[src/rtl/clk_div_pkg.sv]
// -----------------------------------------------------------------------------
// clk_div_pkg
// Shared constants for the clock divider bank: default counter width, the
// half-period terminal counts for the standard 100 MHz derived rates, and the
// maximum supported channel count.
// -----------------------------------------------------------------------------
package clk_div_pkg;

  localparam int CNT_W_DEFAULT = 27;
  localparam int NCH_MAX       = 8;

  // Terminal count = f_clk / (2 * f_out) - 1, with f_clk = 100 MHz.
  localparam logic [CNT_W_DEFAULT-1:0] DIV_1HZ   = 27'd49_999_999;
  localparam logic [CNT_W_DEFAULT-1:0] DIV_2HZ   = 27'd24_999_999;
  localparam logic [CNT_W_DEFAULT-1:0] DIV_500HZ = 27'd99_999;
  localparam logic [CNT_W_DEFAULT-1:0] DIV_1P8HZ = 27'd27_777_777;

endpackage : clk_div_pkg

[src/rtl/clk_div_chan.sv]
// -----------------------------------------------------------------------------
// clk_div_chan
// One divider channel: a counter running 0..div_act, a square-wave output that
// toggles at each terminal count, a tick on every rising edge, and a
// double-buffered divisor that only takes effect on a half-period boundary.
//
// Ports
//   clk_in   system clock
//   rst_n    asynchronous active-low reset
//   en_i     run enable; low holds the channel idle with clk_o = 0
//   clr_i    synchronous phase-align clear (overrides en_i)
//   we_i     divisor write strobe for this channel
//   div_i    new half-period terminal count
//   clk_o    divided square wave
//   tick_o   one-cycle pulse coincident with each clk_o rising edge
//   pend_o   a written divisor is waiting for the next boundary
// -----------------------------------------------------------------------------
module clk_div_chan
  import clk_div_pkg::*;
#(
  parameter int               CNT_W   = CNT_W_DEFAULT,
  parameter logic [CNT_W-1:0] DIV_RST = '0
) (
  input  logic             clk_in,
  input  logic             rst_n,
  input  logic             en_i,
  input  logic             clr_i,
  input  logic             we_i,
  input  logic [CNT_W-1:0] div_i,
  output logic             clk_o,
  output logic             tick_o,
  output logic             pend_o
);

  logic [CNT_W-1:0] cnt_q, cnt_d;
  logic [CNT_W-1:0] div_act_q, div_act_d;
  logic [CNT_W-1:0] div_pend_q, div_pend_d;
  logic             pend_q, pend_d;
  logic             clk_q, clk_d;
  logic             tick_q, tick_d;
  logic             terminal;

  // cnt never exceeds div_act because reloads only happen when cnt returns to
  // 0; the >= merely keeps the channel from running away if it ever did.
  assign terminal = (cnt_q >= div_act_q);

  always_comb begin
    // NOTE: every variable gets a default first so no path leaves it unassigned,
    // otherwise synthesis infers a latch.
    cnt_d      = cnt_q;
    div_act_d  = div_act_q;
    div_pend_d = div_pend_q;
    pend_d     = pend_q;
    clk_d      = clk_q;
    tick_d     = 1'b0;

    if (clr_i) begin
      cnt_d  = '0;
      clk_d  = 1'b0;
      pend_d = 1'b0;
      // A write coincident with the clear skips the pending stage entirely.
      if (we_i) begin
        div_act_d  = div_i;
        div_pend_d = div_i;
      end else if (pend_q) begin
        div_act_d = div_pend_q;
      end
    end else begin
      if (!en_i) begin
        // Idle channel has no half period to protect: reload at once.
        cnt_d = '0;
        clk_d = 1'b0;
        if (pend_q) begin
          div_act_d = div_pend_q;
          pend_d    = 1'b0;
        end
      end else if (terminal) begin
        cnt_d  = '0;
        clk_d  = ~clk_q;
        tick_d = ~clk_q;
        if (pend_q) begin
          div_act_d = div_pend_q;
          pend_d    = 1'b0;
        end
      end else begin
        cnt_d = cnt_q + CNT_W'(1);
      end

      // Placed last so a write landing on a boundary cycle stays pending for
      // the following boundary instead of being consumed now.
      if (we_i) begin
        div_pend_d = div_i;
        pend_d     = 1'b1;
      end
    end
  end

  // NOTE: sequential state uses non-blocking assignments so every register
  // samples the pre-edge values regardless of statement order.
  always_ff @(posedge clk_in or negedge rst_n) begin
    if (!rst_n) begin
      cnt_q      <= '0;
      div_act_q  <= DIV_RST;
      div_pend_q <= DIV_RST;
      pend_q     <= 1'b0;
      clk_q      <= 1'b0;
      tick_q     <= 1'b0;
    end else begin
      cnt_q      <= cnt_d;
      div_act_q  <= div_act_d;
      div_pend_q <= div_pend_d;
      pend_q     <= pend_d;
      clk_q      <= clk_d;
      tick_q     <= tick_d;
    end
  end

  assign clk_o  = clk_q;
  assign tick_o = tick_q;
  assign pend_o = pend_q;

endmodule : clk_div_chan

[src/rtl/clk_div_bank.sv]
// -----------------------------------------------------------------------------
// clk_div_bank
// Bank of NCH independent clock dividers producing square waves and tick
// enables from the board clock. Decodes the shared configuration port into
// per-channel write strobes and fans the phase-align clear out to all channels.
//
// Ports
//   clk_in    system clock (100 MHz)
//   rst_n     asynchronous active-low reset
//   ch_en     per-channel run enable
//   sync_clr  synchronous phase-align clear of all channels
//   cfg_we    divisor write strobe
//   cfg_ch    target channel; values >= NCH are ignored
//   cfg_div   new half-period terminal count
//   clk_out   divided square waves
//   tick      one-cycle pulse on each clk_out rising edge
//   pend      divisor written but not yet active
// -----------------------------------------------------------------------------
module clk_div_bank
  import clk_div_pkg::*;
#(
  parameter int                     NCH     = 4,
  parameter int                     CNT_W   = CNT_W_DEFAULT,
  parameter logic [NCH*CNT_W-1:0]   DIV_RST = {DIV_1P8HZ, DIV_500HZ, DIV_2HZ, DIV_1HZ}
) (
  input  logic             clk_in,
  input  logic             rst_n,
  input  logic [NCH-1:0]   ch_en,
  input  logic             sync_clr,
  input  logic             cfg_we,
  input  logic [2:0]       cfg_ch,
  input  logic [CNT_W-1:0] cfg_div,
  output logic [NCH-1:0]   clk_out,
  output logic [NCH-1:0]   tick,
  output logic [NCH-1:0]   pend
);

  logic [NCH-1:0] ch_we;

  for (genvar i = 0; i < NCH; i++) begin : g_chan
    // Matching only indices below NCH makes out-of-range writes a no-op.
    assign ch_we[i] = cfg_we && (cfg_ch == 3'(i));

    clk_div_chan #(
      .CNT_W   (CNT_W),
      .DIV_RST (DIV_RST[i*CNT_W +: CNT_W])
    ) u_chan (
      .clk_in (clk_in),
      .rst_n  (rst_n),
      .en_i   (ch_en[i]),
      .clr_i  (sync_clr),
      .we_i   (ch_we[i]),
      .div_i  (cfg_div),
      .clk_o  (clk_out[i]),
      .tick_o (tick[i]),
      .pend_o (pend[i])
    );
  end

endmodule : clk_div_bank

[config.mk]
export PLATFORM = sky130hd
export DESIGN_NAME = clk_div_bank
export DESIGN_NICKNAME = d
export VERILOG_FILES = /design/src/rtl/clk_div_pkg.sv /design/src/rtl/clk_div_chan.sv /design/src/rtl/clk_div_bank.sv
export SDC_FILE = /design/constraint.sdc
export NUM_CORES = 1
export LEC_CHECK = 0
export ABC_CLOCK_PERIOD_IN_PS = 4150
export CORE_MARGIN = 8
export CORE_UTILIZATION = 45
export DETAILED_ROUTE_END_ITERATION = 8
export GPL_TIMING_DRIVEN = 0
export PLACE_DENSITY = 0.72
export SYNTH_ARGS = -nofsm -noshare
export SYNTH_HDL_FRONTEND = slang
export SYNTH_SLANG_ARGS = --single-unit
[constraint.sdc]
create_clock -name clk_in -period 4.15 [get_ports clk_in]
set_input_delay 0.83 -clock clk_in [delete_from_list [all_inputs] [get_ports clk_in]]
set_output_delay 0.83 -clock clk_in [all_outputs]
set_load 0.01 [all_outputs]
# ---- Yosys cells after proc, flatten, opt, wreduce, memory -nomap -nowiden
# Cells that the tools add are included.
dict set report classes {
  n_mux 72
  bitwise_logic 4
  eq_ne 11
  n_reduce_logical 5
  n_lt_le_gt_ge 4
  addsub 4
}
# operator n
set op_table {}
lappend op_table {{$mux 27} 32}
lappend op_table {{$add 27x1->27 const B} 4}
lappend op_table {{$ge 27x27->1} 4}
lappend op_table {{$mux 1} 40}
lappend op_table {{$ne 4x1->1 const B} 4}
lappend op_table {{$ne 3x1->1 const B} 4}
lappend op_table {{$eq 3x2->1 const B} 2}
lappend op_table {{$logic_and 1x1->1} 4}
lappend op_table {{$not 1->1} 4}
lappend op_table {{$eq 3x1->1 const B} 1}
lappend op_table {{$logic_not 3->1} 1}
dict set report word_totals {
  input_bits 38
  output_inout_bits 12
  ff_bits 336
  wordCells 124
}

# ---- Logic depth before layout (Yosys ltp)
dict set report logic_depth {
  word_depth 5
  ltp_mapped 11
  mapped_depth_nobuf 9
}

# ---- Modules after synthesis
# A second synthesis with hierarchy kept.
dict set report hier_totals {
  cells_unflattened 1791
  area_unflattened_um2 18321.3
}
# mod area_each_um2 cells_per_inst seq_area_each_um2 n_inst
set modules_own_cells {}
lappend modules_own_cells {{clk_div_chan (g_chan[0].u_chan)} 4578.1 448 2147.1 1}
lappend modules_own_cells {{clk_div_chan (g_chan[1].u_chan)} 4575.6 448 2144.6 1}
lappend modules_own_cells {{clk_div_chan (g_chan[3].u_chan)} 4559.4 443 2142.1 1}
lappend modules_own_cells {{clk_div_chan (g_chan[2].u_chan)} 4558.1 448 2127.0 1}
lappend modules_own_cells {clk_div_bank 50.0 4 0.0 1}

# ---- Worst setup path before layout
# OpenSTA, ideal clock, no wires.
dict set report synth_timing {
  path_kind {reg-to-reg}
  start {reg g_chan[1].u_chan.div_act_q[12]}
  end {reg g_chan[1].u_chan.div_act_q[0]}
  t_required_ps 4065
  n_path_buf 1
  path_slack_ps 1705
  synth_period_minus_slack_ps 2445
  setup_time_ps 85
  arrival_time_ps 2360
  path_stages_with_launch 11
  path_cell_list {dfstp_2 inv_1 ha_1 a21o_1 a21o_1 a21oi_1 o21ai_0 a31o_2 or3_1 buf_6 mux2_1}
}
dict set report synth_via {
  elab_chain_cells 2
}
# item line
set synth_lines {}
lappend synth_lines {{start: declaration} clk_div_chan.sv:36} ;# logic [CNT_W-1:0] div_act_q, div_act_d;
lappend synth_lines {{start signal: assignment} clk_div_chan.sv:110} ;# div_act_q <= div_act_d;
lappend synth_lines {{$ge 27x27->1} clk_div_chan.sv:45} ;# assign terminal = (cnt_q >= div_act_q);
lappend synth_lines {{$ne 3x1->1 (no line)} -}
# No other way between the ends.
# A chain may end at the register's enable or synchronous reset.

# ---- Worst setup path in the final report
dict set report layout_timing {
  start {in sync_clr}
  end {reg g_chan[0].u_chan.div_act_q[26]}
}
dict set report layout_via {
  elab_chain_cells 1
  elab_cells_between_ends 2
  classes_between {eq/ne (1); mux (1)}
}
# item line
set layout_lines {}
lappend layout_lines {{start: declaration} clk_div_bank.sv:29} ;# input logic sync_clr,
lappend layout_lines {{$ne 3x1->1 (no line) or $mux 27 (tied branches)} -}
lappend layout_lines {{end signal: assignment} clk_div_chan.sv:110}
lappend layout_lines {{end: declaration} clk_div_chan.sv:36}
# Several ways; a longest one is shown, not always the timed one.

==> impl_metrics.env <==
export IMPL_syn_area_mm2=0.0183
export IMPL_cts_root_buf="clkbuf_16"
export IMPL_tns_ns=0
export IMPL_critical_path_class="input port to flip-flop"
export IMPL_clkTransAtPathRegs_ns=0.06
export IMPL_ir_worst_vdd_mv=0.282
export IMPL_nFillCells=3588
export IMPL_cp_start_kind="input port"
export IMPL_cpPeakStageDelay_ns=1.03
export IMPL_syn_avg_cell_area_um2=10.2
export IMPL_rows=74
export IMPL_wirelength_um=43300
export IMPL_grt_pass1_wl_um=71500
export IMPL_grt_util_all_layers_pct=18.4
export IMPL_status="complete, no violations"
export IMPL_cts_tree="done"
export IMPL_synth_seq_cells=336
export IMPL_post_route_period_util_pct=79.9
export IMPL_drt_iter0_markers=953
export IMPL_grt_pass1_vias=13700
export IMPL_netlist_top_cells_count="nor2_1 (263), dfrtp_1 (214), mux2i_1 (186), a21oi_1 (156), inv_1 (123)"
export IMPL_fin_hold_ws_ns=0.236
export IMPL_drv_cap=0
export IMPL_min_path_type="input port to async pin"
export IMPL_synth_warning_count=0
export IMPL_die_x_um=218
export IMPL_finish_utilization_pct=51.5
export IMPL_io_buffers=49
export IMPL_p_leak_nw=9.33
export IMPL_ys_async_sr_fraction_pct=100
export IMPL_netlist_area_leader_share_pct=29.2
export IMPL_vias=13300
export IMPL_clock_latency_ns=0.53
export IMPL_viasPerCell=5.43
export IMPL_post_cts_resized=0
export IMPL_fp_dieH_um=218
export IMPL_drive_gt1_share_pct=17.6
export IMPL_ios=50
export IMPL_powerDensity_mw_per_mm2=503
export IMPL_rsz0062_at_grt="false"
export IMPL_path_cells="clkdlybuf4s50_1, inv_2, nor4_2, clkbuf_1, nor2_1, a21oi_1, o21ai_0"
export IMPL_area_growth_pct=13.8
export IMPL_hpwlAfterDp_um=30100
export IMPL_hold_viol=0
export IMPL_antenna_found_initial=0
export IMPL_synth_cell_types=48
export IMPL_h_tree_depth=2
export IMPL_clock_path_buffers=3
export IMPL_relSlewSlack_pct=24.7
export IMPL_slew_violations=0
export IMPL_start_util_pct=45.2
export IMPL_grt_overflow=0
export IMPL_numCtsBuffers=37
export IMPL_diodes=0
export IMPL_cts_hold_buf=0
export IMPL_critical_path_top_delay_family="buffers and inverters"
export IMPL_netlist_top_cells_area="dfrtp_1 (29%), dfstp_2 (17%), mux2i_1 (10%), ha_1 (7.6%), mux2_2 (6.8%)"
export IMPL_cts_setup_buffers=0
export IMPL_skew_ns=0.0200
export IMPL_grt_max_degree=102
export IMPL_critPathRequiredTime_ns=4.54
export IMPL_setup_viol=0
export IMPL_routedWlPerCell_um=17.7
export IMPL_clock_fmax_ghz=0.302
export IMPL_crit_slowest_cell="nor4_2"
export IMPL_place_gp_congestion=0.815
export IMPL_synth_edf_count=0
export IMPL_yosys_area_top_type="dfrtp_1"
export IMPL_die_area_mm2=0.0475
export IMPL_tightestPinTransition_ns=1.12
export IMPL_syn_inst=1799
export IMPL_nets=2040
export IMPL_cp_data_arrival_time_ns=3.71
export IMPL_ant_nets=0
export IMPL_worstPathMaxFanout=10
export IMPL_clock_sinks=336
export IMPL_drc_errors=0
export IMPL_coreArea_mm2=0.0406
export IMPL_min_period_ns=3.32
export IMPL_synthFlopType="dfrtp_1"
export IMPL_yosysSeqAreaShare_pct=46.7
export IMPL_drt_pass1_iterations=5
export IMPL_cp_buffers_inverters=3
export IMPL_syn_nets=1949
export IMPL_synth_most_common_cell="nor2_1"
export IMPL_critPathCaptureType="flip-flop"
==> metrics by stage <==
stage | cells | instance area, um^2 | setup WS (ns) | power, mW
final | 2450 | 20900 | 0.834 | 10.5
after global placement | 2380 | 19500 | -12.28 | 6.95
after CTS | 2450 | 20900 | 0.812 | 10.6
after detailed placement | 2383 | 19600 | 0.283 | 7.12
after floorplan | 1799 | 18300 | 1.71 | 6.42
after global routing | 2450 | 20900 | 0.605 | 11.2
==> metal layers <==
metal	global-route usage (%)	wire length, um	vias up
met3	2.52	1960	75
met5	0	0	-
met2	31.0	20500	253
met1	24.4	19600	6643
met4	5.60	1280	0
li1	-	-	6325
==> final cells by class <==
cell class,instances,area (um^2),share of cell area (%)
Timing Repair Buffer,52,578,2.77
Sequential cell,336,8560,41.0
Multi-Input combinational cell,1254,8910,42.7
Clock buffer,55,1110,5.34
Buffer,85,417,2.00
Tap cell,532,666,3.19
Clock inverter,12,166,0.797
Inverter,124,465,2.23
==> logic make-up after synthesis <==
kind of cell,Yosys count,share of synthesized area [%]
AND/OR/NAND/NOR,506,12.2
AO/OA/AOI/OAI,237,6.91
XOR/XNOR,102,4.87
flip-flops,336,46.7
multiplexers,297,17.0
adder cells (fa/ha/maj),112,7.64
buffers and inverters,209,4.81
==> placed cells by master, fill, tap and decap left out, types with 18 or more instances in the layout <==
cell type / n
a21oi_1: 156
nand2_1: 88
nor2_1: 263
xnor2_1: 52
inv_1: 123
clkbuf_1: 51
mux2_2: 110
clkbuf_16: 37
clkdlybuf4s50_1: 48
mux2i_1: 186
nand4_1: 34
ha_1: 112
o21ai_0: 49
buf_2: 18
dfrtp_1: 214
nand3_1: 56
xor2_1: 50
and3_1: 18
dfstp_2: 122
==> report_power, final <==
part	switching, mW	internal (mW)
clock network	1.37	2.05
logic	1.36	1.08
registers	0.396	4.26
==> sequential cells by signal, summed over array words and instances (netlist names) <==
| register | count |
|---|---|
| g_chan.u_chan.tick_o | 4 |
| g_chan.u_chan.div_act_q | 108 |
| g_chan.u_chan.cnt_q | 108 |
| g_chan.u_chan.pend_o | 4 |
| g_chan.u_chan.div_pend_q | 108 |
| g_chan.u_chan.clk_o | 4 |
==> path summary, 6_finish.rpt <==
| check | startpoint | endpoint | slack, ns | cells past startpoint |
|---|---|---|---|---|
| worst max-delay path | sync_clr | g_chan[0].u_chan.div_act_q[26] | 0.83 | 7 |
| worst min register to register | g_chan[0].u_chan.div_act_q[14] | g_chan[0].u_chan.div_act_q[14] | 0.49 | 2 |
| min in group clk_in | g_chan[0].u_chan.div_act_q[14] | g_chan[0].u_chan.div_act_q[14] | 0.49 | 2 |
| worst min-delay path | rst_n | g_chan[0].u_chan.tick_o | 0.24 | 1 |
| worst max register to register | g_chan[0].u_chan.div_act_q[20] | g_chan[0].u_chan.div_act_q[26] | 1.05 | 10 |
| max in group asynchronous | rst_n | g_chan[1].u_chan.div_pend_q[14] | 2.63 | 3 |
Power figures use the tool's default switching activity.
